### src/rtl/rnbip_pkg.sv
// Shared RNBIP-2 definitions: NOP word, control-transfer opcode groups,
// PC-mux select encoding, fetch FSM state and its debug view.
package rnbip_pkg;

  localparam logic [15:0] NOP = 16'h0000;

  // Control-transfer opcode groups, matched on instruction bits [15:8].
  // Group 0 is 0000_0_xxx with the low three bits in 011..111.
  localparam logic [4:0] OPC_CT_G0     = 5'b00000;
  localparam logic [2:0] OPC_CT_G0_MIN = 3'b011;
  localparam logic [4:0] OPC_CT_G1     = 5'b00001;
  localparam logic [4:0] OPC_CT_G2     = 5'b00101;
  localparam logic [3:0] OPC_CT_G3     = 4'b0011;
  localparam logic [4:0] OPC_CT_G4     = 5'b01001;

  // PC-mux select {S11,S10}
  localparam logic [1:0] PCSEL_SEQ = 2'b00;
  localparam logic [1:0] PCSEL_OD  = 2'b01;
  localparam logic [1:0] PCSEL_RET = 2'b10;
  localparam logic [1:0] PCSEL_ABS = 2'b11;

  typedef enum logic [1:0] {
    FS_RUN     = 2'd0,
    FS_SHADOW  = 2'd1,
    FS_RESOLVE = 2'd2
  } fetch_state_t;

  // Debug view of the fetch FSM: state plus the "control transfer on
  // segment" flag that starts the bubble sequence.
  typedef struct packed {
    fetch_state_t state;
    logic         ctrl_pend;
  } fetch_dbg_t;

endpackage

### src/rtl/fetch_predecode.sv
// Opcode predecode: flags control-transfer instructions.
module fetch_predecode
  import rnbip_pkg::*;
(
  input  logic [7:0] opcode,
  output logic       is_ctrl
);

  // Match the opcode against every control-transfer group
  always_comb begin
    is_ctrl = 1'b0;
    if (opcode[7:3] == OPC_CT_G0 && opcode[2:0] >= OPC_CT_G0_MIN) is_ctrl = 1'b1;
    if (opcode[7:3] == OPC_CT_G1) is_ctrl = 1'b1;
    if (opcode[7:3] == OPC_CT_G2) is_ctrl = 1'b1;
    if (opcode[7:4] == OPC_CT_G3) is_ctrl = 1'b1;
    if (opcode[7:3] == OPC_CT_G4) is_ctrl = 1'b1;
  end

endmodule

### src/rtl/fetch_unit.sv
// RNBIP-2 instruction fetch: owns the PC, reads program memory, issues
// segment/PC_in and inserts two bubbles behind every control transfer.
//
// Program-memory handshake: imem_req acts as valid for imem_addr; a read
// completes in any cycle where imem_req=1 and imem_ready=1, and imem_rdata
// is consumed in that same cycle. imem_ready is ignored while imem_req=0.
//
// Bubble timing: a control transfer captured at edge e0 sits on segment in
// c0. During c0 fetch is held off (ctrl_pend) and a NOP is issued, during
// c1 (SHADOW) a second NOP, and during c2 (RESOLVE) the control stage's
// L_PC/select pick the address whose word lands on segment in c3.
module fetch_unit
  import rnbip_pkg::*;
#(
  parameter logic [7:0] RESET_PC = 8'h00
) (
  input  logic        clk,
  input  logic        rst_n,
  output logic        imem_req,
  output logic [7:0]  imem_addr,
  input  logic [15:0] imem_rdata,
  input  logic        imem_ready,
  input  logic        L_PC,
  input  logic        S11,
  input  logic        S10,
  input  logic [7:0]  OR2,
  input  logic [7:0]  r0_data,
  input  logic [7:0]  dm_rdata,
  output logic [15:0] segment,
  output logic [7:0]  PC_in,
  output logic        seg_valid,
  output fetch_dbg_t  dbg
);

  fetch_state_t state_q, state_d;
  logic [7:0]   pc_q, pc_d;
  logic [7:0]   pc_in_q, pc_in_d;
  logic [15:0]  seg_q, seg_d;
  logic         valid_q, valid_d;
  logic         pend_q, pend_d;
  logic [7:0]   target;
  logic [7:0]   next_pc;
  logic [7:0]   addr_inc;
  logic         is_ctrl;

  fetch_predecode u_predecode (
    .opcode  (imem_rdata[15:8]),
    .is_ctrl (is_ctrl)
  );

  // PC-mux: target chosen by the control stage's select lines
  always_comb begin
    target = pc_q;
    case ({S11, S10})
      PCSEL_OD:  target = OR2;
      PCSEL_ABS: target = r0_data;
      PCSEL_RET: target = dm_rdata;
      default:   target = pc_q;
    endcase
  end

  // L_PC only steers the PC in RESOLVE
  assign next_pc  = (state_q == FS_RESOLVE && L_PC) ? target : pc_q;
  assign addr_inc = imem_addr + 8'd1;

  // Next-state, fetch request and capture logic
  always_comb begin
    state_d   = state_q;
    pc_d      = pc_q;
    pc_in_d   = pc_in_q;
    seg_d     = NOP;
    valid_d   = 1'b0;
    pend_d    = 1'b0;
    imem_req  = 1'b0;
    imem_addr = pc_q;
    case (state_q)
      FS_RUN: begin
        if (pend_q) begin
          // Control transfer on segment: no fetch, first NOP
          state_d = FS_SHADOW;
        end else begin
          imem_req = 1'b1;
          if (imem_ready) begin
            seg_d   = imem_rdata;
            valid_d = 1'b1;
            pc_d    = addr_inc;
            pc_in_d = addr_inc;
            pend_d  = is_ctrl;
          end
        end
      end
      FS_SHADOW: begin
        state_d = FS_RESOLVE;
      end
      FS_RESOLVE: begin
        imem_req  = 1'b1;
        imem_addr = next_pc;
        state_d   = FS_RUN;
        if (imem_ready) begin
          seg_d   = imem_rdata;
          valid_d = 1'b1;
          pc_d    = addr_inc;
          pc_in_d = addr_inc;
          pend_d  = is_ctrl;
        end else begin
          pc_d = next_pc;
        end
      end
      default: state_d = FS_RUN;
    endcase
  end

  // State and output registers; reset discards any pending jump
  always_ff @(posedge clk or negedge rst_n) begin
    if (!rst_n) begin
      state_q <= FS_RUN;
      pc_q    <= RESET_PC;
      pc_in_q <= RESET_PC;
      seg_q   <= NOP;
      valid_q <= 1'b0;
      pend_q  <= 1'b0;
    end else begin
      state_q <= state_d;
      pc_q    <= pc_d;
      pc_in_q <= pc_in_d;
      seg_q   <= seg_d;
      valid_q <= valid_d;
      pend_q  <= pend_d;
    end
  end

  assign segment       = seg_q;
  assign PC_in         = pc_in_q;
  assign seg_valid     = valid_q;
  assign dbg.state     = state_q;
  assign dbg.ctrl_pend = pend_q;

endmodule
### config.mk
export PLATFORM = sky130hd
export DESIGN_NAME = fetch_unit
export DESIGN_NICKNAME = d
export VERILOG_FILES = /design/src/rtl/rnbip_pkg.sv /design/src/rtl/fetch_predecode.sv /design/src/rtl/fetch_unit.sv
export SDC_FILE = /design/constraint.sdc
export NUM_CORES = 1
export LEC_CHECK = 0
export BUFFER_PORTS_ARGS = -buffer_cell sky130_fd_sc_hd__buf_2
export CORE_MARGIN = 10
export CORE_UTILIZATION = 33
export DETAILED_ROUTE_END_ITERATION = 8
export GPL_ROUTABILITY_DRIVEN = 0
export GPL_TIMING_DRIVEN = 0
export PLACE_DENSITY = 0.68
export SETUP_SLACK_MARGIN = 0.5
export SLEW_MARGIN = 20
export SYNTH_ARGS = -nofsm -noshare
export SYNTH_HDL_FRONTEND = slang
export SYNTH_SLANG_ARGS = --single-unit
### constraint.sdc
create_clock -name clk -period 2.15 [get_ports clk]
set_input_delay 0.3225 -clock clk [delete_from_list [all_inputs] [get_ports clk]]
set_output_delay 0.3225 -clock clk [all_outputs]
set_load 0.1 [all_outputs]
==> metrics.csv <==
stage;metric;value;unit
die;die_h;96.27;µm
finish;num_antenna_cells;0;
synthesis;yosysTopAreaCell;dfrtp_1;
worst_hold_path;hold_path_class;in2async;
routing;avgRoutedWirePerCell;17.51;µm
synthesis;synthesis.nets;237;
place;portBuffers;82;
synthesis;synth_area;1919;µm²
clock_network;h-tree-depth;2;
synthesis;synth_top_area_share;46.94;%
sta;finClkSkew;0.005010;ns
run;cap_viol_max_count;0;
clock_network;cts.clk_slew.worst_paths;0.07;ns
power;internal_power;0.001906;W
power;p_seq_share;23.6;%
place;place_area;2521;µm²
routing;vias;1884;
power;vdd_ir_drop_max;0.0005433;V
routing;drt_iter0_markers;72;
place;hpwl;4387;µm
status;failed_checks;negative setup slack;
worst_setup_path;slowest_stage;dfrtp_4;
worst_setup_path;cp_num_buf_inv;2;
clock_network;cts_tree;built;
sta;timing.fmax;0.4386;GHz
worst_setup_path;critPathLaunchType;register;
global_routing;grt_pass1_wl;10030;µm
finish;area_growth;67.86;%
sta;finalHoldViolCount;0;
sta;worst_slew_pin_slew;0.7908;ns
power;clockPowerShare;13.8;%
global_routing;grt_usage;13.90;%
synthesis;synthTopCellsByArea;dfrtp_1, mux2_2, and2_1, nand2_1, xnor2_1;
global_routing;grt-ovfl-total;0;
worst_setup_path;cp.arrival;2.46;ns
routing;postRouteAntennaNets;0;
finish;layout-drive-gt1-share;59.02;%
sta;setup_violations;12;
worst_setup_path;worstPathRequired;2.33;ns
worst_setup_path;crit_family;simple AND/OR/NAND/NOR gates;
worst_setup_path;cp_slowest_stage_delay;0.47;ns
worst_setup_path;path_max_fanout;5;
finish;fin_cells;377;
power;power.total;0.003763;W
place;dp.cells;344;
die;rows;27;
clock_network;max-clock-path-buffers;2;
clock_network;cts_sinks;36;
finish;fin_area;3222;µm²
global_routing;antenna_found_initial;0;
power;p_switching;0.001857;W
sta;setup_slack;-0.1300;ns
die;coreArea;5574;µm²
routing;wl;6602;µm
sta;maxSlewHeadroom;47.28;%
die;start_util;34.43;%
finish;nets;352;
sta;finalCriticalPeriod;2.280;ns
worst_setup_path;path_cells;and3b_1, buf_6, and2_4, buf_12, mux2_4, ha_4, and4bb_2, mux2i_1, nand2_1;
sta;period_share;106.0;%
sta;slew_violations;0;
routing;route.detailed.drc;0;
worst_setup_path;cp-end-kind;register;
synthesis;avgSynthCellArea;10.10;µm²
global_routing;grt_start_max_net_pins;37;
power;power_leakage;1.557;nW
synthesis;synth_edf_count;0;
die;die_area;9267;µm²
synthesis;synth_cell_type_count;42;
clock_network;clk_latency;0.29;ns
power;switching_share;49.35;%
synthesis;async_reset_ff_share;100.0;%
global_routing;grt_pass1_vias;2105;
clock_network;cts-root-buf;clkbuf_8;
clock_network;numCtsBuffers;5;
synthesis;syn-instance-count;190;
synthesis;yosys_warnings;0;
sta;rsz0062_at_grt;true;
die;die_w;96.27;µm
worst_setup_path;worstSetupPathType;reg2reg;
synthesis;synth_ff_type;dfrtp_1;
synthesis;seq_area_frac_synth;46.94;%
die;top_level_ports;83;
routing;viasPerCell;4.997;
synthesis;synth-seq-cells;36;
power;power_frac_comb;62.6;%
power;p_per_area;1168;nW/µm²
routing;drtPass1Iterations;4;
status;outcome;complete, but fails checks;
worst reg2reg max path, delay by kind of cell, from the launching register on:
family        cells  cell delay (ns)
simple gates      4             0.73
fa+ha+maj         1             0.19
mux               2             0.52
flops             1             0.47
buf+inv           2             0.25
state kept, by name (all words and copies together) (netlist names):
name,count
segment,16
PC_in,8
pc_q,8
state_q,2
pend_q,1
seg_valid,1
synth_stat cells, drive strengths merged, types with 2 or more instances:
| cell | number |
|---|---|
| a21oi | 7 |
| a221oi | 2 |
| a22o | 7 |
| a22oi | 2 |
| a31oi | 4 |
| and2 | 17 |
| buf | 6 |
| clkbuf | 5 |
| dfrtp | 36 |
| inv | 8 |
| mux2 | 11 |
| mux2i | 5 |
| nand2 | 25 |
| nand3 | 3 |
| nor2 | 12 |
| nor3 | 3 |
| nor4 | 2 |
| o21ai | 11 |
| or2 | 2 |
| xnor2 | 7 |
| xor2 | 3 |
path summary, 6_finish.rpt:
check	cells past startpoint	slack (ns)	endpoint	start
worst max-delay path	9	-0.13	pc_q[6]	state_q[0]
worst min-delay path	1	0.12	segment[14]	rst_n
worst max register to register	9	-0.13	pc_q[6]	state_q[0]
worst min register to register	2	0.48	PC_in[1]	PC_in[1]
max in group asynchronous	1	1.45	state_q[0]	rst_n
min in group clk	2	0.24	segment[2]	imem_rdata[2]
placed cells by master, fill, tap and decap left out, types with 2 or more instances in the layout:
| master | count |
|---|---|
| nor2_1 | 10 |
| nand3_1 | 2 |
| nor3_2 | 2 |
| xor2_1 | 3 |
| mux2_2 | 7 |
| xnor2_2 | 6 |
| dfrtp_4 | 2 |
| a21oi_2 | 4 |
| a22o_1 | 5 |
| or2_2 | 2 |
| clkbuf_8 | 10 |
| buf_4 | 14 |
| buf_16 | 2 |
| mux2i_1 | 3 |
| inv_1 | 4 |
| buf_6 | 14 |
| mux2_4 | 4 |
| a22oi_1 | 2 |
| nor4_4 | 2 |
| and2_1 | 16 |
| o21ai_1 | 10 |
| a31oi_1 | 2 |
| mux2i_4 | 2 |
| a22o_2 | 2 |
| buf_12 | 11 |
| nand2_2 | 3 |
| dfrtp_1 | 34 |
| inv_2 | 4 |
| a21oi_1 | 3 |
| nand2_1 | 22 |
| buf_2 | 73 |
timing repair:
item / in CTS / in global routing
cloned: 1 / 0
pin swaps: 18 / 13
buffers inserted: 18 / 7
gates resized for setup: 79 / 14
hold buffers: 0 / 0
setup endpoints to repair: 24 / 25
power groups by stage:
stage	clock network, W	registers (W)	logic, W
final	0.000518	0.000887	0.00236
after global routing	0.000561	0.000903	0.00245
after CTS	0.000525	0.000883	0.00223
after detailed placement	0	0.000890	0.00175
after global placement	0	0.000883	0.00174
after floorplan	0	0.00143	0.000894
logic make-up (layout without fill, tap and decap cells):
kind of cell | count (synthesis) | in the layout | synth area share (%)
flip-flops | 36 | 36 | 46.94
AND/OR/NAND/NOR | 69 | 69 | 18.25
AO/OA/AOI/OAI | 39 | 39 | 14.99
buffers and inverters | 19 | 134 | 5.540
multiplexers | 16 | 16 | 9.061
adder cells (fa/ha/maj) | 1 | 1 | 0.6518
XOR/XNOR | 10 | 10 | 4.564
routing by layer:
metal	vias to the layer above	wire, µm	part of all wire (%)	GRT usage, %
met5	-	0	0	0
met4	0	161	2.4	6.143
met3	15	333	5.0	3.580
met2	52	3924	59	27.07
met1	929	2183	33	13.25
li1	888	-	-	-
area by class of cell:
| cell class | instances | area [µm²] |
|---|---|---|
| fill | 467 | 2352 |
| tap | 72 | 90.09 |
| inverter | 8 | 30.03 |
| timing repair buffer | 108 | 832.0 |
| clock buffer | 7 | 96.34 |
| sequential | 36 | 908.4 |
| multi-input combinational | 135 | 1144 |
| buffer | 11 | 121.4 |
metrics by stage:
step | setup slack [ns] | hold slack [ns] | TNS, ns | util [%]
floorplan | -0.5585 | 0.02691 | -5.002 | -
global placement | -0.1181 | 0.4538 | -0.3367 | 45.23
detailed placement | -0.1547 | 0.4497 | -0.4380 | 45.23
CTS | -0.1167 | 0.1417 | -0.7718 | 55.74
global route | -0.2110 | 0.1859 | -1.941 | 57.80
finish | -0.1300 | 0.1216 | -0.9097 | 57.80
Note: power is estimated with default switching activity, not from simulation.
